--- src/rtl/tick_gen_pkg.sv ---
// Shared constants for the multi-channel tick generator: clock rate, channel
// limit and the per-channel default divisors.
package tick_gen_pkg;

  localparam int unsigned CLK_HZ = 50_000_000;
  localparam int          MAX_CH = 8;

  typedef logic [MAX_CH-1:0][31:0] div_arr_t;

  // Divisor D for a tick rate of hz; the period is D+1 clocks.
  function automatic logic [31:0] hz_to_div(input int unsigned hz);
    return 32'(CLK_HZ / hz - 1);
  endfunction

  // Packed with channel 7 first: ch0 1 Hz, ch1 10 Hz, ch2 100 Hz, ch3 and up 1 kHz.
  localparam div_arr_t DEF_DIV = {
    32'd49_999, 32'd49_999, 32'd49_999, 32'd49_999,
    32'd49_999, 32'd499_999, 32'd4_999_999, 32'd49_999_999
  };

endpackage

--- src/rtl/tick_chan.sv ---
// One tick channel: up-counter against an active divisor, a shadow divisor
// applied at the next terminal count or clear, and tick/square strobes.
// The square toggle flop exists only when TICK_GEN_SQUARE_OUT_EN is defined.
module tick_chan #(
  parameter int               CNT_W = 32,
  parameter logic [CNT_W-1:0] DEF   = '0
) (
  input  logic             clk,
  input  logic             rst_n,
  input  logic             en,
  input  logic             clr,
  input  logic             wr,
  input  logic [CNT_W-1:0] wdata,
  output logic             tick,
  output logic             square
);

  logic [CNT_W-1:0] cnt;
  logic [CNT_W-1:0] div_act;
  logic [CNT_W-1:0] div_shd;
  logic             pend;
  logic             terminal;
  logic             apply;

  assign terminal = (cnt == div_act);
  // Shadow moves to active only on a period boundary, keeping retunes glitch-free.
  assign apply    = clr | (en & terminal);

  always_ff @(posedge clk or negedge rst_n) begin
    if (!rst_n) begin
      cnt     <= '0;
      div_act <= DEF;
      div_shd <= DEF;
      pend    <= 1'b0;
      tick    <= 1'b0;
    end else begin
      if (wr) div_shd <= wdata;
      if (apply && pend) div_act <= div_shd;
      // A write on the apply edge stays pending for the following boundary.
      if (wr)         pend <= 1'b1;
      else if (apply) pend <= 1'b0;

      if (clr) begin
        cnt  <= '0;
        tick <= 1'b0;
      end else if (!en) begin
        tick <= 1'b0;
      end else if (terminal) begin
        cnt  <= '0;
        tick <= 1'b1;
      end else begin
        cnt  <= cnt + 1'b1;
        tick <= 1'b0;
      end
    end
  end

`ifdef TICK_GEN_SQUARE_OUT_EN
  always_ff @(posedge clk or negedge rst_n) begin
    if (!rst_n)                square <= 1'b0;
    else if (clr)              square <= 1'b0;
    else if (en && terminal)   square <= ~square;
  end
`else
  assign square = 1'b0;
`endif

endmodule

--- src/rtl/tick_gen_multi.sv ---
// NUM_CH independent programmable tick strobes sharing enable and clear.
// Optional square outputs are enabled with TICK_GEN_SQUARE_OUT_EN.
module tick_gen_multi
  import tick_gen_pkg::*;
#(
  parameter int       NUM_CH   = 4,
  parameter int       CNT_W    = 32,
  parameter div_arr_t DEF_DIVS = DEF_DIV,
  localparam int      SEL_W    = (NUM_CH > 1) ? $clog2(NUM_CH) : 1
) (
  input  logic              clk_50MHz,
  input  logic              rst,
  input  logic              en,
  input  logic              clr,
  input  logic              div_wr,
  input  logic [SEL_W-1:0]  div_sel,
  input  logic [CNT_W-1:0]  div_data,
  output logic [NUM_CH-1:0] tick,
  output logic [NUM_CH-1:0] square
);

  genvar gi;
  generate
    for (gi = 0; gi < NUM_CH; gi++) begin : g_chan
      logic wr;
      // Selects at or above NUM_CH match no channel and are dropped.
      assign wr = div_wr & (div_sel == SEL_W'(gi));

      tick_chan #(
        .CNT_W (CNT_W),
        .DEF   (CNT_W'(DEF_DIVS[gi]))
      ) u_chan (
        .clk    (clk_50MHz),
        .rst_n  (rst),
        .en     (en),
        .clr    (clr),
        .wr     (wr),
        .wdata  (div_data),
        .tick   (tick[gi]),
        .square (square[gi])
      );
    end
  endgenerate

endmodule

--- config.mk ---
export PLATFORM = sky130hd
export DESIGN_NAME = tick_gen_multi
export DESIGN_NICKNAME = d
export VERILOG_FILES = /design/src/rtl/tick_gen_pkg.sv /design/src/rtl/tick_chan.sv /design/src/rtl/tick_gen_multi.sv
export SDC_FILE = /design/constraint.sdc
export NUM_CORES = 1
export LEC_CHECK = 0
export CAP_MARGIN = 20
export CORE_MARGIN = 2
export CORE_UTILIZATION = 45
export CTS_CLUSTER_SIZE = 16
export DETAILED_ROUTE_END_ITERATION = 7
export DONT_BUFFER_PORTS = 1
export PLACE_DENSITY = 0.63
export SYNTH_ARGS = -nofsm -noshare
export SYNTH_HDL_FRONTEND = slang
export SYNTH_HIERARCHICAL = 1
export SYNTH_SLANG_ARGS = --single-unit
--- constraint.sdc ---
create_clock -name clk_50MHz -period 2.48 [get_ports clk_50MHz]
set_clock_uncertainty 0.15 [all_clocks]
set_input_delay 0.248 -clock clk_50MHz [delete_from_list [all_inputs] [get_ports clk_50MHz]]
set_output_delay 0.248 -clock clk_50MHz [all_outputs]
set_load 0.02 [all_outputs]
==> flow_summary.toml <==
[clocking]
clkLatencyLatePin_ps = 580
ctsLongestPathBuffers = 3
numCtsBuffers = 43
clock_tree.root_cell = "clkbuf_16"
path_clk_slew_ps = 60
cts_hold_buf = 36
cts_tree = "done"
cts_sinks = 392
cts-htree-levels = 2

[critical_path]
path_class = "reg2reg"
setup.worst_path.start_class = "register"
startpoint = "g_chan[2].u_chan/cnt[19]$_DFFE_PN0P_"
cp_top_family = "simple AND/OR/NAND/NOR gates"
critPathBufInv = 2
path_cells = "xor2_1, nor4_1, nand4_1, buf_4, o31ai_4, buf_12, nor2_1"
r2r_cells = 7
cp_max_fo = 28
r2r_start = "g_chan[2].u_chan/cnt[19]$_DFFE_PN0P_"
r2r_setup_slack_ps = 130
worstReg2RegEnd = "g_chan[2].u_chan/cnt[13]$_DFFE_PN0P_"
end_kind = "register"
critPathMaxStageDelay_ps = 440
cp_slowest_cell = "dfrtp_1"
worstPathArrival_ps = 2660
crit_required_ps = 2790

[pwr]
vdd_drop_max_v = 0.0005505
p_leak_nw = 9.006
power_density_nw_per_um2 = 729.5
p_total_mw = 16.68

[timing]
period_share_pct = 94.71
setup_viol = 0
drv_slew = 0
whs_ps = -771.5
relSlewSlack_pct = 39.06
fin_crit_ps = 2349
final-hold-violation-count = 392
tightestPinTransition_ps = 914.1
max_freq_mhz = 425.7

[place]
portBuffers = 0
hpwl_mm = 33.07
gp_congestion = 0.8216

[floorplanning]
ios = 47
die_w_um = 216.4
die-height_um = 216.4
rows = 77
die-area_um2 = 46820
core_area_um2 = 44410
initial_core_util_pct = 45.71

[grt]
antenna_found_initial = 17
grt_pass1_wl_mm = 84.44
grt_usage_pct = 22.83
grt_pass1_vias = 14760
grt_max_degree = 393
overflow = 0

[synthesis]
async_reset_ff_share_pct = 100.0
yosysWarnings = 6
synth_area_um2 = 20300
synth-seq-cells = 392
synth_seq_area_share_pct = 48.95
synth_cell_types = 43
synthCells = 1900
synthFlopType = "dfrtp_1"
avgSynthCellArea_um2 = 10.68
synth_fp_nets = 1943
synth-edff-count = 0

[final_layout]
nNetsFinal = 1947
finish.utilization_pct = 51.47
drive_gt1_share_pct = 20.85
area_growth_pct = 12.62
fillCellCount = 3949

[routing]
final_antenna_net_count = 0
vias_per_cell = 5.869
wire_per_inst_um = 21.05
drtIter0Drc = 1451
vias = 14885
drc = 0
wirelength_mm = 53.38
drt_first_pass_iters = 5

[run]
drv_cap = 0

[min_path]
min_path_type = "in2async"

[run_status]
outcome = "complete, but fails checks"
violations = "hold timing"
worst reg2reg max path: cells and delay by family, from the launching register on:
| family | cells | cell delay (ps) |
|---|---|---|
| AO/OA/AOI/OAI | 1 | 290 |
| flip-flops | 1 | 440 |
| buffers and inverters | 2 | 500 |
| AND/OR/NAND/NOR | 3 | 660 |
| XOR/XNOR | 1 | 190 |
how the worst max path moves through the flow:
stage	to	depth (start not counted)
final	g_chan[2].u_chan/cnt[13]$_DFFE_PN0P_	7
after global routing	g_chan[3].u_chan/div_act[13]$_DFFE_PN0P_	6
after CTS	g_chan[1].u_chan/div_act[30]$_DFFE_PN0P_	6
after detailed placement	g_chan[1].u_chan/div_act[7]$_DFFE_PN0P_	6
after global placement	g_chan[1].u_chan/div_act[4]$_DFFE_PN1P_	6
after floorplan	g_chan[1].u_chan/div_act[26]$_DFFE_PN0P_	8
routing by layer:
layer | GRT usage (%) | wire length [um] | share of wire (%)
met1 | 32.45 | 24140 | 45
met3 | 5.333 | 3379 | 6.3
met4 | 6.142 | 1260 | 2.4
met2 | 35.05 | 24500 | 46
met5 | 0 | 107 | 0.20
cells by family (layout without fill, tap and decap cells):
group | count (synthesis) | in the layout | synth area share [%]
multiplexers | 132 | 132 | 7.298
adder cells (fa/ha/maj) | 4 | 4 | 0.2466
buffers and inverters | 164 | 202 | 3.895
other | 4 | 10 | 0.07394
flip-flops | 392 | 392 | 48.95
XOR/XNOR | 232 | 232 | 10.01
AND/OR/NAND/NOR | 648 | 648 | 16.78
AO/OA/AOI/OAI | 324 | 324 | 12.75
where the power goes:
part	internal [mW]	switching [mW]	total (mW)
combinational	0.983	0.982	1.97
sequential	7.40	0.630	8.03
clock	4.00	2.68	6.68
total	12.4	4.29	16.7
synth_stat cells (all sizes together), types with 9 or more instances:
library cell  count  area share [%]
nand4            52             1.6
mux2            128             7.1
and3             21            0.65
a21oi            24            0.59
o211ai          132             4.9
xor2            200             8.6
nor3b             9            0.36
nand2           184             3.4
and2             16            0.49
o311ai          132             5.7
dfrtp           290              36
o21ai            12            0.30
and4             16            0.69
buf              64             2.0
nor3             12            0.30
xnor2            32             1.4
nor2            112             2.1
clkbuf           92             1.7
dfstp           102              13
or3              12            0.37
nand3            28            0.69
nor4             48             1.8
nand2b          128             3.9
metrics by stage:
step,hold slack (ps),TNS [ps],worst slack [ps],cells,instance area [um2]
floorplan,-197.6,0,367.9,1900,20300
global placement,-176.9,-47.83,-45.46,2412,20920
detailed placement,-175.8,-66.70,-22.86,2412,20920
CTS,-805.3,0,75.13,2529,22800
global route,-798.5,-92.38,-20.89,2532,22850
finish,-771.5,0,131.1,2536,22860
what timing repair did:
action | 4_1_cts | 5_1_grt
setup buffers | 2 | 1
gates cloned | 0 | 0
setup endpoints to repair | 10 | 85
hold endpoints to repair | 608 | 392
gates resized for setup | 0 | 8
pin swaps | 1 | 2
flip-flops by register name, indices dropped and copies added (netlist names):
name and count:
g_chan.u_chan/cnt 128, g_chan.u_chan/div_act 128, g_chan.u_chan/div_shd 128, g_chan.u_chan/pend 4, g_chan.u_chan/tick 4
layout by cell type, fill, tap and decap left out, drive strengths merged, types with 81 or more instances in the layout:
cell    count
mux2      128
o311ai    132
xor2      200
nor2      112
dfrtp     290
o211ai    132
dfstp     102
nand2     184
nand2b    128
buf        81
area by class of cell:
cell class                      instances  area [um2]  area share, %
Timing Repair Buffer                  115        1039          4.542
Inverter                                8       30.03         0.1313
Sequential cell                       392        9937          43.47
Clock buffer                           67        1329          5.812
Tap cell                              592       740.7          3.240
Antenna cell                            6       15.01        0.06567
Multi-Input combinational cell       1344        9615          42.06
Clock inverter                         12       156.4         0.6841
Note: power is estimated with default switching activity, not from simulation.
